File: src/rtl/collision_detector_pkg.sv
// ---------------------------------------------------------------------------
// collision_detector_pkg
// Shared game constants for the collision detector: channel indices, channel
// count, cooldown counter width and a small helper that decides whether the
// current pixel is an overlap worth recording.
// ---------------------------------------------------------------------------
package collision_detector_pkg;

  // Channel indices into the per-channel vectors used by the top level.
  localparam int TOP          = 0;
  localparam int LEFT         = 1;
  localparam int RIGHT        = 2;
  localparam int FLIPPER      = 3;
  localparam int BOTTOM       = 4;
  localparam int NUM_CHANNELS = 5;

  // Cooldown counters are 4 bits wide, covering 0..15 frames.
  localparam int COOLDOWN_W = 4;

  typedef logic [COOLDOWN_W-1:0]   cooldown_t;
  typedef logic [NUM_CHANNELS-1:0] channel_vec_t;

  // An overlap only counts while the game is running.
  function automatic logic overlapHit(input logic smiley, input logic draw,
                                      input logic pause);
    return smiley & draw & ~pause;
  endfunction

endpackage

File: src/rtl/collision_channel.sv
// ---------------------------------------------------------------------------
// collision_channel
// One collision channel: a sticky hit flag that collects smiley/object
// overlaps during a frame, a cooldown counter that suppresses repeat pulses,
// and the registered one-cycle pulse issued after a frame boundary.
//
// Ports:
//   clk_i          pixel clock
//   reset_i        synchronous active-high reset
//   startOfFrame_i one-cycle frame-boundary strobe
//   pause_i        game paused (level)
//   smiley_i       smiley pixel request for the current pixel
//   draw_i         this channel's object pixel request
//   pulse_o        registered collision pulse, one cycle after the strobe
// ---------------------------------------------------------------------------
module collision_channel
  import collision_detector_pkg::*;
#(
  parameter int COOLDOWN_FRAMES = 3
) (
  input  logic clk_i,
  input  logic reset_i,
  input  logic startOfFrame_i,
  input  logic pause_i,
  input  logic smiley_i,
  input  logic draw_i,
  output logic pulse_o
);

  localparam cooldown_t COOLDOWN_LOAD = cooldown_t'(COOLDOWN_FRAMES);

  logic      flag_q, flag_d;
  cooldown_t cooldown_q, cooldown_d;
  logic      pulse_q, pulse_d;
  logic      hit;

  // Next-state logic. On a frame boundary the flag restarts from whatever
  // overlap is present on that very clock, so a boundary-cycle overlap is
  // credited to the new frame. The old flag value decides the pulse.
  // While paused the cooldown is frozen and no pulse can be issued.
  always_comb begin
    hit        = overlapHit(smiley_i, draw_i, pause_i);
    flag_d     = flag_q | hit;
    cooldown_d = cooldown_q;
    pulse_d    = 1'b0;
    if (startOfFrame_i) begin
      flag_d = hit;
      if (!pause_i) begin
        if (flag_q && (cooldown_q == '0)) begin
          pulse_d    = 1'b1;
          cooldown_d = COOLDOWN_LOAD;
        end else if (cooldown_q != '0) begin
          cooldown_d = cooldown_q - cooldown_t'(1);
        end
      end
    end
  end

  // State registers; reset wins over every other input.
  always_ff @(posedge clk_i) begin
    if (reset_i) begin
      flag_q     <= 1'b0;
      cooldown_q <= '0;
      pulse_q    <= 1'b0;
    end else begin
      flag_q     <= flag_d;
      cooldown_q <= cooldown_d;
      pulse_q    <= pulse_d;
    end
  end

  assign pulse_o = pulse_q;

endmodule

File: src/rtl/collision_detector.sv
// ---------------------------------------------------------------------------
// collision_detector
// Detects smiley collisions with the four borders and the flipper. Each
// source is an independent collision_channel; the top level only gathers the
// draw requests into a vector and maps the registered pulses to named ports.
//
// Ports:
//   clk, reset                    pixel clock, synchronous active-high reset
//   startOfFrame                  one-cycle frame-boundary strobe
//   pause                         game paused (level)
//   draw_smiley                   smiley pixel request
//   draw_border_top/left/right/bottom, draw_flipper   object pixel requests
//   collisionSmileyBorderTop/Left/Right, collisionSmileyFlipper
//                                 one-cycle per-frame collision pulses
//   ballLost                      smiley/bottom-border collision pulse
//   collisionAny                  OR of the five pulses
// ---------------------------------------------------------------------------
module collision_detector
  import collision_detector_pkg::*;
#(
  parameter int COOLDOWN_FRAMES = 3
) (
  input  logic clk,
  input  logic reset,
  input  logic startOfFrame,
  input  logic pause,
  input  logic draw_smiley,
  input  logic draw_border_top,
  input  logic draw_border_left,
  input  logic draw_border_right,
  input  logic draw_border_bottom,
  input  logic draw_flipper,
  output logic collisionSmileyBorderTop,
  output logic collisionSmileyBorderLeft,
  output logic collisionSmileyBorderRight,
  output logic collisionSmileyFlipper,
  output logic ballLost,
  output logic collisionAny
);

  channel_vec_t drawVec;
  channel_vec_t pulseVec;

  // Gather the object requests in channel-index order.
  always_comb begin
    drawVec          = '0;
    drawVec[TOP]     = draw_border_top;
    drawVec[LEFT]    = draw_border_left;
    drawVec[RIGHT]   = draw_border_right;
    drawVec[FLIPPER] = draw_flipper;
    drawVec[BOTTOM]  = draw_border_bottom;
  end

  for (genvar ch = 0; ch < NUM_CHANNELS; ch++) begin : gen_channel
    collision_channel #(
      .COOLDOWN_FRAMES (COOLDOWN_FRAMES)
    ) u_channel (
      .clk_i          (clk),
      .reset_i        (reset),
      .startOfFrame_i (startOfFrame),
      .pause_i        (pause),
      .smiley_i       (draw_smiley),
      .draw_i         (drawVec[ch]),
      .pulse_o        (pulseVec[ch])
    );
  end

  // Outputs come straight from the channel pulse registers, so collisionAny
  // is aligned with the individual pulses.
  assign collisionSmileyBorderTop   = pulseVec[TOP];
  assign collisionSmileyBorderLeft  = pulseVec[LEFT];
  assign collisionSmileyBorderRight = pulseVec[RIGHT];
  assign collisionSmileyFlipper     = pulseVec[FLIPPER];
  assign ballLost                   = pulseVec[BOTTOM];
  assign collisionAny               = |pulseVec;

endmodule
File: config.mk
export PLATFORM = sky130hd
export DESIGN_NAME = collision_detector
export DESIGN_NICKNAME = d
export VERILOG_FILES = /design/src/rtl/collision_detector_pkg.sv /design/src/rtl/collision_channel.sv /design/src/rtl/collision_detector.sv
export SDC_FILE = /design/constraint.sdc
export NUM_CORES = 1
export LEC_CHECK = 0
export CAP_MARGIN = 20
export CORE_ASPECT_RATIO = 2
export CORE_UTILIZATION = 53
export CTS_CLUSTER_DIAMETER = 80
export DETAILED_ROUTE_END_ITERATION = 10
export PLACE_DENSITY = 0.82
export SLEW_MARGIN = 20
export SYNTH_ARGS = -nofsm -noshare
export SYNTH_HDL_FRONTEND = slang
export SYNTH_HIERARCHICAL = 1
export SYNTH_SLANG_ARGS = --single-unit
File: constraint.sdc
create_clock -name clk -period 1.49 [get_ports clk]
set_clock_uncertainty 0.05 [all_clocks]
set_input_delay 0.447 -clock clk [delete_from_list [all_inputs] [get_ports clk]]
set_output_delay 0.447 -clock clk [all_outputs]
set_load 0.05 [all_outputs]
==> Flow_metrics.wiki, run 1 <==
{| class="wikitable"
! Metric !! Value
|-
| Largest net degree at the start of global routing || 36
|-
| Number of filler instances in the final layout || between 100 and 150
|-
| Final Util || 87.43%
|-
| Placed inst area || about 1800 um^2
|-
| Flip-flop and latch count after synthesis || 30
|-
| Worst-case hold path end point || gen_channel[3].u_channel/cooldown_q[0]
|-
| Logic depth of the worst setup path including buffers || 3
|-
| Final weighted congestion of routability-driven global placement || between 0.7 and 0.8
|-
| Power Density || about 950 nW/um^2
|-
| Final net count || around 220
|-
| First-pass GRT wire length || around 5500 um
|-
| Most frequent cells in the layout || sky130_fd_sc_hd__dfxtp_1 (21), sky130_fd_sc_hd__buf_4 (19), sky130_fd_sc_hd__inv_1 (12), sky130_fd_sc_hd__nor3_1 (10)
|-
| Minimum clock period || around 1.6 ns
|-
| Mapped cell area || around 1400 um^2
|-
| Part of the Yosys area used for sequential elements || 42.29%
|-
| Most common cell after layout, fill and taps aside || sky130_fd_sc_hd__dfxtp_1
|-
| Vertical extent of the die || approximately 75 um
|-
| Largest stage delay on the critical path || 0.36 ns
|-
| Summed area of non-filler cells in the final layout || around 2200 um^2
|-
| Cell type group with the largest total delay on the critical path || flip-flops
|-
| Run status || finished, violations left
|-
| Startpoint types || flip-flop
|-
| Maximum clock insertion buffer count || 2
|-
| Final setup slack of the worst path || -0.07881 ns
|-
| Area of combinational cells with multiple inputs || roughly 980 um^2
|-
| Via count of the first global-routing pass || ~1400
|-
| Quantity of hold-fixing buffers added after cts || 0
|-
| CTS tree || built
|-
| Beginning of the worst hold path || gen_channel[3].u_channel/cooldown_q[0]
|-
| Post-synth net total || around 170
|-
| Routed length per placed instance || 19.47 um
|-
| Setup total negative slack || -0.09098 ns
|-
| IO Port Bufs || 15
|-
| IR drop worst, VDD || around 1.1 mV
|-
| Num rows || 26
|-
| Number of buffers created by CTS || 5
|-
| Worst-skew pair later-pin latency || approximately 0.29 ns
|-
| WP data arrival || roughly 1.1 ns
|-
| Combined flip-flop and latch cell area || 616.8 um^2
|-
| Syn Inst Count || 158
|-
| Syn-to-layout area delta || 56.21%
|-
| Total I/O pin count || 16
|-
| Worst Hold Class || reg -> reg
|-
| Clock-pin transition on the worst setup and hold timing paths || about 0.070 ns
|-
| Root buf cell || sky130_fd_sc_hd__clkbuf_8
|-
| Failing checks || setup timing
|-
| R2R cell count || 5
|-
| Worst reg2reg startpoint || gen_channel[1].u_channel/cooldown_q[0]
|-
| Number of levels the H-tree was split into || 2
|-
| Fmax || roughly 0.64 GHz
|-
| Die W || between 30 and 40 um
|-
| Highest net fanout along the worst path || 2
|-
| ANT cells || 0
|-
| Worst reg2reg setup slack || -0.01 ns
|-
| Chain of cells forming the critical path || nor3_4 > nand2_2 > buf_8
|-
| Hold violation count in the final report || 0
|-
| Sink Count || 30
|-
| Library cell with the largest summed area after synthesis || sky130_fd_sc_hd__dfxtp_1
|-
| Unrepaired setup endpoints after global routing || true
|-
| Destination of the worst register-to-register timing path || gen_channel[1].u_channel/cooldown_q[1]
|-
| Fraction of layout cells with a size suffix above 1 || 48.04%
|-
| Setup Crit Path Kind || reg -> out
|-
| Routed vias || 1466
|-
| Count of yosys warnings during synthesis || 6
|-
| Detail Placement HPWL || around 2300 um
|-
| Die ar. || 2903 um^2
|-
| Slowest cell on crit path || sky130_fd_sc_hd__dfxtp_4
|-
| First drt pass iteration count || 4
|-
| Required time of the critical path || 0.99 ns
|-
| Count of final max-slew check failures || 0
|-
| Average cell area after synthesis || about 9 um^2
|-
| Initial DRC Count || 38
|-
| Unique cell type count in the Yosys netlist || 18
|-
| GR Overflow Total || 0
|-
| Critical path capture point type || output port
|-
| Detailed-route wire length || 4518 um
|-
| Ratio of final minimum period to clock period || 105.3%
|-
| Remaining antenna violation count after routing || 0
|-
| Worst Path Buf+Inv || 1
|-
| All-Layer GR Usage || between 20% and 30%
|-
| Antenna violations before repair || 0
|-
| DRC || 0
|-
| Number of vias per cell || between 6 and 7
|-
| Worst slack at placement || -0.4070 ns
|-
| Synth top area share || 42.29%
|-
| Total of endpoints with negative setup slack in the final report || 2
|-
| Area contributors post-synth || sky130_fd_sc_hd__dfxtp_1 (42%), sky130_fd_sc_hd__a21oi_1 (7.0%), sky130_fd_sc_hd__a311oi_1 (6.2%), sky130_fd_sc_hd__inv_1 (5.3%), sky130_fd_sc_hd__or4b_4 (4.8%)
|-
| MaxCap Viol Count || 0
|-
| Relative slew slack || approximately 79%
|-
| Total leakage power || 0.8404 nW
|-
| Starting utilization of the core area || a little under three fifths
|-
| Tightest Pin Transition || between 0.3 and 0.4 ns
|-
| Depth of the worst hold-timing path || 1
|-
| Core Footprint || roughly 2500 um^2
|}
[worst reg2reg max path, stage by stage (launching register included)]
cell and delay [ns]:
sky130_fd_sc_hd__dfxtp_2 0.35, sky130_fd_sc_hd__inv_1 0.06, sky130_fd_sc_hd__ha_2 0.18, sky130_fd_sc_hd__or4b_4 0.51, sky130_fd_sc_hd__a21oi_2 0.16, sky130_fd_sc_hd__a311oi_2 0.06
[power by group]
part           total (mW)  switching, mW  internal, mW  leakage, nW
sequential          0.867         0.0349         0.832        0.248
combinational       0.458          0.228         0.230        0.535
clock               0.774          0.309         0.466       0.0575
[registers in the layout, indices dropped and copies added (netlist names)]
name                              count
gen_channel.u_channel/flag_q          5
gen_channel.u_channel/cooldown_q     20
gen_channel.u_channel/pulse_o         5
[layout make-up]
type                       instances  share of cell area (%)
sequential                        30                   27.81
clock buffer                       8                   4.963
multi-input combinational        108                   44.28
tap                               28                   1.579
timing repair buffer              38                   17.99
inverter                          20                   3.384
[through the flow]
step                cells  hold WS [ns]  power [mW]
finish                232        0.4496       2.099
global route          232        0.4589       2.167
CTS                   228        0.4542       1.996
detailed placement    216        0.4416       1.186
global placement      216        0.4309       1.167
floorplan             158        0.3975       1.054
[cells in the mapped netlist]
cell type and number:
sky130_fd_sc_hd__nor3_1 11, sky130_fd_sc_hd__nor4b_1 5, sky130_fd_sc_hd__a311oi_1 10, sky130_fd_sc_hd__dfxtp_1 30, sky130_fd_sc_hd__or3_2 5, sky130_fd_sc_hd__nand2_1 6
sky130_fd_sc_hd__inv_1 20, sky130_fd_sc_hd__or4_1 5, sky130_fd_sc_hd__nand3b_1 5, sky130_fd_sc_hd__o21ai_0 5, sky130_fd_sc_hd__nor2_1 1, sky130_fd_sc_hd__a211o_1 5
sky130_fd_sc_hd__nand3_1 5, sky130_fd_sc_hd__or4b_4 5, sky130_fd_sc_hd__ha_1 5, sky130_fd_sc_hd__nor2b_1 5, sky130_fd_sc_hd__nand2b_1 10, sky130_fd_sc_hd__a21oi_1 20
[worst max path at each step]
| stage | start | to | slack [ns] |
|---|---|---|---|
| floorplan | gen_channel[1].u_channel/pulse_o | collisionAny | 0.008 |
| global placement | pause | gen_channel[0].u_channel/cooldown_q[2] | -0.36 |
| detailed placement | pause | gen_channel[2].u_channel/cooldown_q[2] | -0.41 |
| CTS | gen_channel[4].u_channel/pulse_o | collisionAny | -0.09 |
| global route | gen_channel[0].u_channel/pulse_o | collisionAny | -0.11 |
| finish | gen_channel[0].u_channel/pulse_o | collisionAny | -0.08 |
[repair_timing]
item	4_1_cts	5_1_grt
buffers inserted	4	4
gates resized for setup	26	48
pin swaps	12	16
endpoints found under the setup margin	19	18
[kinds of logic after synthesis]
group / Yosys count / share of synthesized area [%]
flops: 30 / 42.29
buf+inv: 20 / 5.286
compound gates: 40 / 18.06
simple gates: 63 / 29.96
fa+ha+maj: 5 / 4.405
[layer usage]
layer,vias up,part of all wire (%),track usage (%)
li1,677,-,-
met1,720,36,25.56
met2,46,56,50.00
met3,23,3.3,7.080
met4,0,4.3,16.09
met5,-,0,0
No activity file was read; power rests on OpenSTA's default activity.
==> run 2: changes to the inputs <==
--- a/config.mk
+++ b/config.mk
@@ -10,7 +10,7 @@
 export CORE_UTILIZATION = 53
 export CTS_CLUSTER_DIAMETER = 80
 export DETAILED_ROUTE_END_ITERATION = 10
-export PLACE_DENSITY = 0.82
+export PLACE_DENSITY = 0.76
 export SLEW_MARGIN = 20
 export SYNTH_ARGS = -nofsm -noshare
 export SYNTH_HDL_FRONTEND = slang
==> run 2 against run 1 <==
The flow still finishes with violations (setup timing). Hold slack improved by 0.00060 ns. Critical path depth unchanged. Register-to-register slack about the same. Clock power is 22% lower. Highest routed layer unchanged.
==> Flow_metrics.wiki, run 2 (synthesis results as in run 1) <==
{| class="wikitable"
! Metric !! Value
|-
| WP data arrival || 1.03 ns
|-
| Relative slew slack || roughly three quarters
|-
| Worst Hold Class || reg -> reg
|-
| Sink Count || 30
|-
| Total leakage power || 0.8291 nW
|-
| Vertical extent of the die || 75.21 um
|-
| DRC || 0
|-
| Tightest Pin Transition || about 0.37 ns
|-
| GR Overflow Total || 0
|-
| Routed vias || approximately 1400
|-
| Largest register FFs || 20
|-
| Fmax || 0.6555 GHz
|-
| Chain of cells forming the critical path || nor3_2 > nand2_2 > buf_6
|-
| Power Density || ~890 nW/um^2
|-
| Detailed-route wire length || slightly below 4000 um
|-
| ANT cells || 0
|-
| Antenna violations before repair || 0
|-
| Number of levels the H-tree was split into || 2
|-
| Failing checks || setup timing
|-
| Initial DRC Count || 16
|-
| Num rows || 26
|-
| Unrepaired setup endpoints after global routing || true
|-
| Clock-pin transition on the worst setup and hold timing paths || about 0.06 ns
|-
| Largest stage delay on the critical path || 0.34 ns
|-
| Largest net degree at the start of global routing || 30
|-
| Placed inst area || ~1800 um^2
|-
| Via count of the first global-routing pass || around 1300
|-
| Run status || finished, violations left
|-
| Setup Crit Path Kind || reg -> out
|-
| Final setup slack of the worst path || -0.03554 ns
|-
| CTS tree || built
|-
| Sequential power share || between 40% and 50%
|-
| Root buf cell || sky130_fd_sc_hd__clkbuf_8
|-
| Routed length per placed instance || ~17 um
|-
| Proportion of power drawn by the clock network || approximately a third
|-
| Fraction of layout cells with a size suffix above 1 || between 40 and 50%
|-
| First-pass GRT wire length || about 5600 um
|-
| Highest net fanout along the worst path || 2
|-
| Final net count || 220
|-
| First drt pass iteration count || 4
|-
| Final weighted congestion of routability-driven global placement || between 0.8 and 0.9
|-
| Count of final max-slew check failures || 0
|-
| Slowest cell on crit path || sky130_fd_sc_hd__dfxtp_2
|-
| All-Layer GR Usage || about 28%
|-
| Quantity of hold-fixing buffers added after cts || 0
|-
| Hold violation count in the final report || 0
|-
| MaxCap Viol Count || 0
|-
| Detail Placement HPWL || ~2500 um
|-
| Critical path capture point type || output port
|-
| Setup total negative slack || -0.03643 ns
|-
| Number of vias per cell || ~6.1
|-
| Minimum clock period || ~1.5 ns
|-
| Number of filler instances in the final layout || between 100 and 150
|-
| Starting utilization of the core area || roughly 56%
|-
| Power Total || 1.924 mW
|-
| Cell type group with the largest total delay on the critical path || flip-flops
|-
| Most common cell after layout, fill and taps aside || sky130_fd_sc_hd__dfxtp_1
|-
| Summed area of non-filler cells in the final layout || approximately 2200 um^2
|-
| Startpoint types || flip-flop
|-
| Required time of the critical path || about 1 ns
|-
| Worst-skew pair later-pin latency || 0.28 ns
|-
| Share of total power consumed by net switching || about 28%
|-
| Core Footprint || 2537 um^2
|-
| Internal || between 1 and 1.5 mW
|-
| IO Port Bufs || 15
|-
| Most frequent cells in the layout || sky130_fd_sc_hd__dfxtp_1 (25), sky130_fd_sc_hd__buf_4 (22), sky130_fd_sc_hd__inv_1 (15), sky130_fd_sc_hd__a21oi_1 (10), sky130_fd_sc_hd__nor3_1 (10)
|-
| Maximum clock insertion buffer count || 2
|-
| Die W || roughly 39 um
|-
| Post-route worst hold slack || between 0.4 and 0.5 ns
|-
| IR drop worst, VDD || about 0.7 mV
|-
| Dpl cells || roughly 220
|-
| Syn-to-layout area delta || 52.86%
|-
| Total of endpoints with negative setup slack in the final report || 2
|-
| Ratio of final minimum period to clock period || 102.4%
|-
| Die ar. || around 2900 um^2
|-
| Total I/O pin count || 16
|-
| Remaining antenna violation count after routing || 0
|-
| Worst Path Buf+Inv || 1
|-
| Power dissipated by switching net loads || roughly 550 uW
|-
| Number of buffers created by CTS || 5
|-
| Layout Cells excl Fill || roughly 230
|-
| Largest register by flop count || gen_channel.u_channel/cooldown_q
|-
| Share of power burned in combinational logic || about a quarter
|}
[run 2: final timing paths]
check                                                            start                                     end  slack, ns  depth (start not counted)
worst max register to register  gen_channel[4].u_channel/cooldown_q[1]  gen_channel[4].u_channel/cooldown_q[1]          0                          5
worst max-delay path                  gen_channel[1].u_channel/pulse_o                            collisionAny      -0.04                          3
worst min-delay path            gen_channel[2].u_channel/cooldown_q[0]  gen_channel[2].u_channel/cooldown_q[0]       0.45                          1
worst min register to register  gen_channel[2].u_channel/cooldown_q[0]  gen_channel[2].u_channel/cooldown_q[0]       0.45                          1
[run 2: final cells by class]
cell class,instances,area (um^2),area share (%)
Multi-Input combinational cell,108,972.2,44.78
Tap cell,28,35.03,1.614
Clock inverter,2,10.01,0.4611
Sequential cell,30,606.8,27.95
Inverter,20,75.07,3.458
Clock buffer,5,68.82,3.170
Timing Repair Buffer,40,402.9,18.56
[run 2: repair_timing]
action	in CTS	in global routing
resized for setup	26	37
setup endpoints to repair	18	19
pin swaps	10	17
setup buffers	4	1
[run 2: power by group through the flow]
stage | Clock, mW | Combinational, mW | Sequential (mW)
after CTS | 0.625 | 0.378 | 0.857
after floorplan | 0 | 0.183 | 0.871
after global placement | 0 | 0.314 | 0.870
after global routing | 0.662 | 0.481 | 0.865
after detailed placement | 0 | 0.330 | 0.873
final | 0.607 | 0.455 | 0.862
[run 2: routing by layer]
layer  track usage (%)  part of all wire, %  wire, um
met3             5.310                  2.7       105
met2             50.74                   56      2202
met4             13.79                  2.5       100
met5                 0                    0         0
met1             27.88                   39      1522
[run 2: through the flow]
stage | utilization (%) | setup WS [ns]
finish | 85.55 | -0.03554
global route | 85.55 | -0.08025
CTS | 80.23 | -0.04343
detailed placement | 71.94 | -0.3939
global placement | 71.94 | -0.3221
floorplan | - | 0.008100
